[src/rtl/sun_pll_lockdet_pkg.sv]
// Shared state encoding and default parameters for the PLL lock detector.
package sun_pll_lockdet_pkg;

  localparam int unsigned DIV_RATIO_DEF = 128;
  localparam int unsigned TOL_DEF       = 2;
  localparam int unsigned LOCK_CNT_DEF  = 4;
  localparam int unsigned CNT_W_DEF     = 10;

  typedef enum logic [1:0] {
    ST_IDLE = 2'd0,
    ST_ACQ  = 2'd1,
    ST_MEAS = 2'd2,
    ST_LOCK = 2'd3
  } lockdet_state_e;

endpackage

[src/rtl/sun_pll_sync2.sv]
// Two-flop synchronizer for the reference clock plus a rising-edge detector
// producing a one-cycle pulse in the CK domain.
module sun_pll_sync2 (
  input  logic ck_i,
  input  logic rst_i,
  input  logic async_i,
  output logic edge_o
);

  logic s1_q;
  logic s2_q;
  logic prev_q;

  // synchronizer chain and delayed copy for edge detection
  always_ff @(posedge ck_i or posedge rst_i) begin
    if (rst_i) begin
      s1_q   <= 1'b0;
      s2_q   <= 1'b0;
      prev_q <= 1'b0;
    end else begin
      s1_q   <= async_i;
      s2_q   <= s1_q;
      prev_q <= s2_q;
    end
  end

  assign edge_o = s2_q & ~prev_q;

endmodule

[src/rtl/sun_pll_lockdet.sv]
// PLL lock detector: measures CK cycles per CK_REF period and tracks lock.
// Optional sticky loss-of-lock flag is built when SUN_PLL_LOCKDET_LOL_EN is defined.
module sun_pll_lockdet
  import sun_pll_lockdet_pkg::*;
#(
  parameter int unsigned DIV_RATIO = DIV_RATIO_DEF,
  parameter int unsigned TOL       = TOL_DEF,
  parameter int unsigned LOCK_CNT  = LOCK_CNT_DEF,
  parameter int unsigned CNT_W     = CNT_W_DEF
) (
  input  logic             ck_i,
  input  logic             rst_i,
  input  logic             ck_ref_i,
  input  logic             en_i,
  input  logic             lol_clr_i,
  output logic             locked_o,
  output logic             unlock_evt_o,
  output logic             lol_o,
  output logic [CNT_W-1:0] fcnt_o,
  output logic             fcnt_vld_o
);

  localparam logic [CNT_W-1:0] CNT_MAX    = {CNT_W{1'b1}};
  localparam logic [CNT_W-1:0] CNT_ZERO   = {CNT_W{1'b0}};
  localparam logic [CNT_W-1:0] CNT_ONE    = {{(CNT_W-1){1'b0}}, 1'b1};
  localparam logic [CNT_W:0]   DIV_X      = DIV_RATIO[CNT_W:0];
  localparam logic [CNT_W:0]   TOL_X      = TOL[CNT_W:0];
  localparam logic [3:0]       LOCK_CNT_V = LOCK_CNT[3:0];

  logic             ref_edge_s;
  lockdet_state_e   state_q, state_d;
  logic [CNT_W-1:0] cnt_q, cnt_d;
  logic [CNT_W-1:0] fcnt_q, fcnt_d;
  logic [3:0]       good_q, good_d, good_inc_s;
  logic             fcnt_vld_q, fcnt_vld_d;
  logic             locked_q, locked_d;
  logic             unlock_evt_q, unlock_evt_d;
  logic [CNT_W:0]   cnt_x_s, dev_s;
  logic             meas_good_s;

  sun_pll_sync2 u_sync (
    .ck_i    (ck_i),
    .rst_i   (rst_i),
    .async_i (ck_ref_i),
    .edge_o  (ref_edge_s)
  );

  // deviation is taken one bit wider so the subtraction can never wrap
  always_comb begin
    cnt_x_s = {1'b0, cnt_q};
    if (cnt_x_s >= DIV_X) begin
      dev_s = cnt_x_s - DIV_X;
    end else begin
      dev_s = DIV_X - cnt_x_s;
    end
    meas_good_s = (dev_s <= TOL_X);
    if (good_q >= LOCK_CNT_V) begin
      good_inc_s = LOCK_CNT_V;
    end else begin
      good_inc_s = good_q + 4'd1;
    end
  end

  always_comb begin
    state_d      = state_q;
    cnt_d        = cnt_q;
    good_d       = good_q;
    fcnt_d       = fcnt_q;
    fcnt_vld_d   = 1'b0;
    unlock_evt_d = 1'b0;
    if (!en_i) begin
      state_d = ST_IDLE;
      cnt_d   = CNT_ZERO;
      good_d  = 4'd0;
    end else begin
      if (ref_edge_s) begin
        cnt_d = CNT_ONE;
      end else if (cnt_q != CNT_MAX) begin
        cnt_d = cnt_q + CNT_ONE;
      end else begin
        cnt_d = cnt_q;
      end
      case (state_q)
        ST_IDLE: begin
          state_d = ST_ACQ;
          cnt_d   = CNT_ZERO;
          good_d  = 4'd0;
        end
        ST_ACQ: begin
          if (ref_edge_s) begin
            state_d = ST_MEAS;
          end else begin
            cnt_d = CNT_ZERO;
          end
        end
        ST_MEAS, ST_LOCK: begin
          if (ref_edge_s) begin
            fcnt_d     = cnt_q;
            fcnt_vld_d = 1'b1;
            if (meas_good_s) begin
              good_d = good_inc_s;
              if (good_inc_s == LOCK_CNT_V) begin
                state_d = ST_LOCK;
              end else begin
                state_d = state_q;
              end
            end else begin
              good_d       = 4'd0;
              state_d      = ST_MEAS;
              unlock_evt_d = (state_q == ST_LOCK);
            end
          end else if ((state_q == ST_LOCK) && (cnt_q == CNT_MAX)) begin
            // reference went missing: counter ran out while locked
            good_d       = 4'd0;
            state_d      = ST_MEAS;
            unlock_evt_d = 1'b1;
          end else begin
            state_d = state_q;
          end
        end
        default: begin
          state_d = ST_IDLE;
        end
      endcase
    end
    locked_d = (state_d == ST_LOCK);
  end

  // state, counters and registered outputs
  always_ff @(posedge ck_i or posedge rst_i) begin
    if (rst_i) begin
      state_q      <= ST_IDLE;
      cnt_q        <= CNT_ZERO;
      good_q       <= 4'd0;
      fcnt_q       <= CNT_ZERO;
      fcnt_vld_q   <= 1'b0;
      locked_q     <= 1'b0;
      unlock_evt_q <= 1'b0;
    end else begin
      state_q      <= state_d;
      cnt_q        <= cnt_d;
      good_q       <= good_d;
      fcnt_q       <= fcnt_d;
      fcnt_vld_q   <= fcnt_vld_d;
      locked_q     <= locked_d;
      unlock_evt_q <= unlock_evt_d;
    end
  end

`ifdef SUN_PLL_LOCKDET_LOL_EN
  logic lol_q, lol_d;

  // set wins over clear when both land in the same cycle
  always_comb begin
    if (unlock_evt_d) begin
      lol_d = 1'b1;
    end else if (lol_clr_i) begin
      lol_d = 1'b0;
    end else begin
      lol_d = lol_q;
    end
  end

  // sticky loss-of-lock flag
  always_ff @(posedge ck_i or posedge rst_i) begin
    if (rst_i) begin
      lol_q <= 1'b0;
    end else begin
      lol_q <= lol_d;
    end
  end

  assign lol_o = lol_q;
`else
  logic lol_clr_unused_s;
  assign lol_clr_unused_s = lol_clr_i;
  assign lol_o            = 1'b0;
`endif

  assign locked_o     = locked_q;
  assign unlock_evt_o = unlock_evt_q;
  assign fcnt_o       = fcnt_q;
  assign fcnt_vld_o   = fcnt_vld_q;

endmodule

[config.mk]
export PLATFORM = sky130hd
export DESIGN_NAME = sun_pll_lockdet
export DESIGN_NICKNAME = d
export VERILOG_FILES = /design/src/rtl/sun_pll_lockdet_pkg.sv /design/src/rtl/sun_pll_sync2.sv /design/src/rtl/sun_pll_lockdet.sv
export SDC_FILE = /design/constraint.sdc
export NUM_CORES = 1
export LEC_CHECK = 0
export BUFFER_PORTS_ARGS = -buffer_cell sky130_fd_sc_hd__buf_2
export CAP_MARGIN = 20
export CORE_MARGIN = 2
export CORE_UTILIZATION = 55
export CTS_BUF_LIST = sky130_fd_sc_hd__clkbuf_4 sky130_fd_sc_hd__clkbuf_8
export DETAILED_ROUTE_END_ITERATION = 10
export MAX_ROUTING_LAYER = met4
export PLACE_DENSITY = 0.85
export RECOVER_POWER = 100
export SYNTH_ARGS = -nofsm -noshare
export SYNTH_HDL_FRONTEND = slang
export SYNTH_SLANG_ARGS = --single-unit
[constraint.sdc]
create_clock -name ck_i -period 2.4 [get_ports ck_i]
set_input_delay 0.12 -clock ck_i [delete_from_list [all_inputs] [get_ports ck_i]]
set_output_delay 0.12 -clock ck_i [all_outputs]
set_load 0.005 [all_outputs]
==> reports/results.ini <==
[status]
status = finished with violations
violations = capacitance limit, slew limit

[placed_design]
postPlaceCellArea_sq_um = 1950
hpwl_microns = 2600
gp_congestion = 0.879
port_buffers = 16

[clocking]
ctsHtreeMaxLevel = 2
clk_path_buf_depth = 2
cts_made_buffers = 5
ctsHoldBuffers = 2
path_clk_slew_ns = 0.09
cts.sinks = 32
cts_root_buf = clkbuf_4
cts_resized = 0
cts_tree = done
clk_latency_ns = 0.34
post_cts_buffers = 0

[cells_and_area]
final_area_sq_um = 1980
insertedDiodeCount = 0
fill_cells = 271
area_delta_synth_final_pct = 7.89
num-nets-final = 229
drive_gt1_share_pct = 11.6

[worst_setup_path]
critPathCaptureType = flop
worst_ep_required_time_ns = 2.61
max_stage_delay_ns = 0.47
crit_chain = inv_1 -> ha_1 -> or3b_1 -> mux2_1 -> a32o_2 -> nand4_1 -> o21ai_0
rrSetupSlack_ns = 0.16
reg2reg_to = locked_o$_DFF_PP0_
reg2reg_from = cnt_q[0]$_DFF_PP0_
path_class = reg2reg
cpMaxStageDelayCell = dfrtp_1
worstPathMaxFanout = 7
ff2ff_path_depth = 7
crit_buf_inv = 1
path_delay_family = simple AND/OR/NAND/NOR gates
arrival_ns = 2.45
critical_path.startpoint_type = flop

[synth]
synth_largest_area_cell = dfrtp_1
ys.flop_type = dfrtp_1
yosys.cell_types.count = 51
synth.most_common_cell = dfrtp_1
ys_warn_count = 0
syn_inst = 196
async_flop_share_pct = 100
yosys-top-cells-count = 32 x dfrtp_1, 25 x nand2_1, 16 x nor2_1, 16 x o21ai_0, 12 x inv_1
synthAdderAreaFrac_pct = 5.44
synth-edff-count = 0
synth_top_area_share_pct = 43.5
synth_top_family_by_area = simple AND/OR/NAND/NOR gates
synth_area_leaders = dfrtp_1 44%, ha_1 5.4%, nand2_1 5.1%, o21ai_0 4.4%, nor2_1 3.3%
synthSimpleGateAreaFrac_pct = 24.8
muxShareOfSynthArea_pct = 2.11
synth-compound-area-share_pct = 14.2
netlist_area_sq_um = 1840
syn-num-nets = 209
syn_avg_cell_area_sq_um = 9.38
ys_seq_elements = 32
ys_seq_area_share_pct = 43.5
synthXorXnorAreaFrac_pct = 3.33

[sta]
final.setup.tns_ns = 0
clock-skew-final_ns = 0.00801
fin_hold_ws_ns = 0.106
fmax_ghz = 0.447
min_period_ns = 2.24
finalHoldViolCount = 0
slew_headroom_pct = -8.01
slew_violations = 33
worst_slew_pin_slew_ns = 1.62
setup_viol_count_final = 0
rsz0062_at_grt = false
period_share_pct = 93.3

[grt]
grtUsageTotal_pct = 22.1
grt_pass1_wl_microns = 6010
grt_start_max_net_pins = 33
grt_pass1_vias = 1382
antenna_found_initial = 0
overflow = 0

[detailed_routing]
drcViolationCount = 0
wl_microns = 3550
drtIter0Drc = 97
viasPerCell = 5.62
wl_per_cell_microns = 13.7
ant_nets = 0
dr_total_vias = 1462
first_pass_iters = 4

[min_path]
whs_path_depth = 2
whs_endpoint = state_q[1]$_DFF_PP0_
hold_path.startpoint = en_i
hold_path_class = in2reg

[job]
cap_violations = 1

[die]
die_y_microns = 61.8
num_rows = 20
die_area_sq_um = 3820
start_util_pct = 58.8
die_w_microns = 61.8
coreArea_sq_um = 3130
io_pins = 19

[power_and_ir_drop]
power_leakage_nw = 0.874
powerDensity_nw_per_um2 = 460
vdd_drop_max_v = 0.000236

## worst register-to-register path, cell delays in order (launching register included)
cell	delay, ns
dfrtp_1	0.47
inv_1	0.14
ha_1	0.23
or3b_1	0.42
mux2_1	0.34
a32o_2	0.30
nand4_1	0.11
o21ai_0	0.11
## cell usage in the layout, fill, tap and decap left out, types with 2 or more instances in the layout
cell type / count
ha_1: 8
clkbuf_1: 13
buf_2: 5
dlygate4sd3_1: 2
o31a_1: 2
nand3_1: 8
a21oi_1: 5
nor3_1: 4
o31ai_1: 3
xnor2_1: 5
nand2b_1: 5
buf_4: 4
dfrtp_1: 32
o211ai_1: 2
nor2b_1: 3
xor2_1: 2
nor2_1: 16
nand4_1: 6
o21ai_0: 16
clkbuf_4: 6
inv_1: 12
nand2_1: 25
nor4_1: 3
## through the flow
| step | std cells | util (%) | power, W | setup slack, ns |
|---|---|---|---|---|
| after floorplan | 196 | - | 0.000615 | 0.364 |
| after global placement | 251 | 62.3 | 0.000633 | 0.247 |
| after detailed placement | 251 | 62.3 | 0.000635 | 0.211 |
| after CTS | 260 | 64.5 | 0.000927 | 0.173 |
| after global routing | 260 | 63.4 | 0.000960 | 0.0442 |
| final | 260 | 63.4 | 0.000913 | 0.161 |
## layer usage
metal  vias to the layer above  track usage, %  routed length, microns
met3                         7            6.21                     180
met5                         -               -                       0
met2                        30            36.7                    1700
li1                        730               -                       -
met4                         0            6.08                      44
met1                       695            26.3                    1630
## worst max-delay path by stage
stage          cells after the start                from                     end  slack (ns)
2_1_floorplan                      8  cnt_q[0]$_DFF_PP0_   good_q[0]$_DFFE_PP0P_        0.36
3_3_place_gp                       7  cnt_q[0]$_DFF_PP0_  unlock_evt_o$_DFF_PP0_        0.25
3_5_place_dp                       7  cnt_q[0]$_DFF_PP0_  unlock_evt_o$_DFF_PP0_        0.21
4_1_cts                            7  cnt_q[0]$_DFF_PP0_  unlock_evt_o$_DFF_PP0_        0.17
5_1_grt                            7  cnt_q[0]$_DFF_PP0_   good_q[0]$_DFFE_PP0P_        0.04
6_report                           7  cnt_q[0]$_DFF_PP0_      locked_o$_DFF_PP0_        0.16
## flip-flops by register name, summed over array words and instances, names as in the netlist
register / flops
cnt_q: 10
fcnt_o: 10
fcnt_vld_o: 1
good_q: 4
locked_o: 1
state_q: 2
u_sync.prev_q: 1
u_sync.s1_q: 1
u_sync.s2_q: 1
unlock_evt_o: 1
## report_power, final
part           leakage, nW  internal, W  total [W]  switching, W
registers            0.437     0.000547   0.000555    0.00000813
clock network       0.0315     0.000119   0.000289      0.000170
logic                0.406    0.0000255  0.0000690     0.0000435
total                0.874     0.000691   0.000913      0.000222
## cell type report
cell class | instances | area (sq um) | area share [%]
Sequential cell | 32 | 801 | 40.4
Timing Repair Buffer | 24 | 124 | 6.24
Inverter | 12 | 45.0 | 2.27
Multi-Input combinational cell | 141 | 910 | 45.8
Tap cell | 44 | 55.1 | 2.77
Clock inverter | 1 | 5.00 | 0.252
Clock buffer | 6 | 45.0 | 2.27
## cells by family (layout without fill, tap and decap cells)
family	after synthesis	count (layout)
multiplexers	3	3
flip-flops	32	32
adder cells (fa/ha/maj)	8	8
AO/OA/AOI/OAI	39	39
XOR/XNOR	7	7
AND/OR/NAND/NOR	83	83
other	1	1
buffers and inverters	23	43
No activity file was read; power rests on OpenSTA's default activity.
